`config.mk`:
```
export PLATFORM = sky130hd
export DESIGN_NAME = tc_dly_cnt
export DESIGN_NICKNAME = d
export VERILOG_FILES = /design/src/rtl/tc_dly_cnt.sv
export SDC_FILE = /design/constraint.sdc
export NUM_CORES = 1
export LEC_CHECK = 0
export ABC_AREA = 1
export CAP_MARGIN = 40
export CORE_MARGIN = 3
export CORE_UTILIZATION = 25
export DETAILED_ROUTE_END_ITERATION = 8
export DONT_BUFFER_PORTS = 1
export PLACE_DENSITY = 0.43
export SLEW_MARGIN = 30
export SYNTH_ARGS = -nofsm -noshare
export SYNTH_HDL_FRONTEND = slang
export SYNTH_SLANG_ARGS = --single-unit
```
`constraint.sdc`:
```
create_clock -name clk -period 2.1 [get_ports clk]
set_input_delay 0.42 -clock clk [delete_from_list [all_inputs] [get_ports clk]]
set_output_delay 0.42 -clock clk [all_outputs]
set_load 0.1 [all_outputs]
```
`src/rtl/tc_dly_cnt.sv`:
```
// Loadable down-counter with zero flag; load wins over enable and the count stops at zero.
// Latency: a load is visible on the zero flag in the following cycle.
module tc_dly_cnt #(
  parameter int CNT_W = 8
) (
  input  logic             clk,
  input  logic             rst,
  input  logic             i_load,
  input  logic [CNT_W-1:0] i_load_val,
  input  logic             i_en,
  output logic             o_zero
);

  logic [CNT_W-1:0] r_cnt;

  always_ff @(posedge clk) begin
    if (rst) begin
      r_cnt <= '0;
    end else if (i_load) begin
      r_cnt <= i_load_val;
    end else if (i_en && (r_cnt != '0)) begin
      r_cnt <= r_cnt - CNT_W'(1);
    end
  end

  assign o_zero = (r_cnt == '0);

endmodule

```
==> metrics.txt <==
GR Overflow Total 0; final hold vios 0; max incr delay on CP 0.31 ns; initial drt markers 8; VDD IR max 0.000388 V; Port Buf Inserts 0; Final HPWL DP 1.20 mm; Area contributors post-synth dfxtp_1 (27%), nand2_1 (20%), nand3_1 (13%); worst slew pin tran 0.278 ns; vias in the first global route 558; fraction of layout cells with a size suffix above 1 12.1%; PostCTS Resize Cnt 0; switching part of the total power 39.5%; first-pass GRT wire length 2.46 mm; worst clock skew 0.00140 ns; RSZ-0062 raised after global routing no; Avg WL per Cell 10.8 um; die area 3030 sq um; biggest regs r_cnt (8); Placed Cells 132; H-Tree Depth 1; max reg flops 8; Max Fanout on Critical Path 7; CP arrival 1.39 ns; number of fill cells in the layout 272; Final ANT Viol Nets 0; WHS 0.223 ns; post-route setup TNS 0 ns; Total GRT Usage 11.7%; Yosys reg bits 8; largest net degree at the start of global routing 11; kind of critical path reg -> out; CTS tree yes; P_sw 193 uW; DRC 0; maximum operating frequency 0.553 GHz; routability congestion estimate 0.794; yosys warns 0; postcts setup bufs 0; post-synthesis sequential area ratio 26.7%; Root Buffer Master clkbuf_4; Internal 295 uW; Clock Power Share 25.0%; Tot Pwr 488 uW; status completed; Reg power frac 37.5%; Cell Chain, Critical Path inv_1 -> ha_1 -> nand2_1 -> nor2_2 -> buf_4; initial antenna violation count 0; Placeable Area 2250 sq um; Final setup viols 0; Slew Limit Fails 0; Period Utilization, post-route 86.2%; Mean Syn Cell Area 5.77 sq um; vias per inst 4.61; I/O pin total 13; count of cell types in the netlist 18; clock-pin slew on the worst setup and hold paths 0.06 ns; commonest non-fill, non-tap cell in the layout nand2_1; P per Cell Area 734 nW/um^2; Detailed Routing Iterations Pass 1 4; commonest non-fill, non-tap cells in the layout nand2_1 (32), nand3_1 (15), inv_1 (13), nor2_1 (13), dfxtp_1 (8); die height 55.0 um; Post-Syn Area 601 sq um; Synth area leader dfxtp_1; Logic pwr share 37.5%; P_leak 0.348 nW; CP max-delay cell dfxtp_1; Critical Path RT 1.68 ns; final wirelength 1.46 mm; Area Growth Syn to Fin 10.6%; Initial Util 26.6%; Diodes inserted 0; Top reg by flops r_cnt; row cnt 17; clock latency on the worst-skew pair 0.26 ns; hold_buf cts 0; Min-Delay Path Class in -> reg; Synth top area share 26.7%; Longest Clk Path Bufs 2; CP Capture Type output port; Core Util, Final 29.5%; clk sinks 8; Mapped Cells 104; die width 55.0 um; Slew headroom 81.6%; Worst Hold Depth 1; vias 623; min Tclk post-route 1.81 ns; # nets final 123; CTS Buf Count 3; max cap viols 0; R2R cell count 10; startpoint types flop; non-filler cells, final 135; Synth Net Count 118
[per-stage QoR]
stage,setup slack (ns),instance area [sq um]
6_report,0.290,664
5_1_grt,0.174,664
4_1_cts,0.263,664
3_5_place_dp,0.556,642
3_3_place_gp,0.568,642
2_1_floorplan,0.133,603
[cell usage after synthesis]
| cell | n |
|---|---|
| nand2_2 | 2 |
| nand4_1 | 2 |
| clkinv_2 | 1 |
| nor2_1 | 14 |
| dfxtp_1 | 8 |
| nor3_1 | 1 |
| a21oi_1 | 3 |
| inv_2 | 2 |
| o21ai_1 | 1 |
| ha_1 | 2 |
| inv_1 | 13 |
| clkbuf_1 | 1 |
| o21ai_0 | 3 |
| nand2_1 | 32 |
| nor2_2 | 1 |
| nand3_1 | 15 |
| xnor2_1 | 1 |
| nand2_4 | 2 |
[critical path, delay by kind of cell, from the launching register on]
family | cells | cell delay, ns
adder cells (fa/ha/maj) | 1 | 0.18
AND/OR/NAND/NOR | 2 | 0.21
flip-flops | 1 | 0.31
buffers and inverters | 2 | 0.45
[final cells by class]
type / count / area, sq um / area share [%]
timing repair buffer: 1 / 7.51 / 1.13
tap: 28 / 35.0 / 5.27
multi-input combinational: 79 / 378 / 56.9
clock buffer: 3 / 22.5 / 3.39
inverter: 16 / 61.3 / 9.23
sequential: 8 / 160 / 24.1
[per-layer routing]
layer	global-route usage (%)	part of all wire [%]
met5	0	0
met4	7.29	2.7
met3	2.41	2.9
met2	17.9	44
met1	14.9	50
[kinds of logic (layout without fill, tap and decap cells)]
family / after synthesis / after routing / synth area share, %
AND/OR/NAND/NOR: 69 / 69 / 51.0
adder cells (fa/ha/maj): 2 / 2 / 4.17
flip-flops: 8 / 8 / 26.7
AO/OA/AOI/OAI: 7 / 7 / 5.83
buffers and inverters: 17 / 20 / 10.8
XOR/XNOR: 1 / 1 / 1.46
[path summary, 6_finish.rpt]
check	startpoint	endpoint	slack (ns)
min	rst	r_cnt[4]	0.22
max reg2reg	r_cnt[0]	r_cnt[1]	0.73
min reg2reg	r_cnt[0]	r_cnt[0]	0.50
max	r_cnt[0]	o_zero	0.29
[power by group through the flow]
stage / logic, mW / clock network, mW / registers [mW]
after floorplan: 0.157 / 0 / 0.182
after global placement: 0.186 / 0 / 0.186
after detailed placement: 0.185 / 0 / 0.187
after CTS: 0.186 / 0.132 / 0.183
after global routing: 0.212 / 0.135 / 0.186
final: 0.183 / 0.122 / 0.183
No activity file was read; power rests on OpenSTA's default activity.
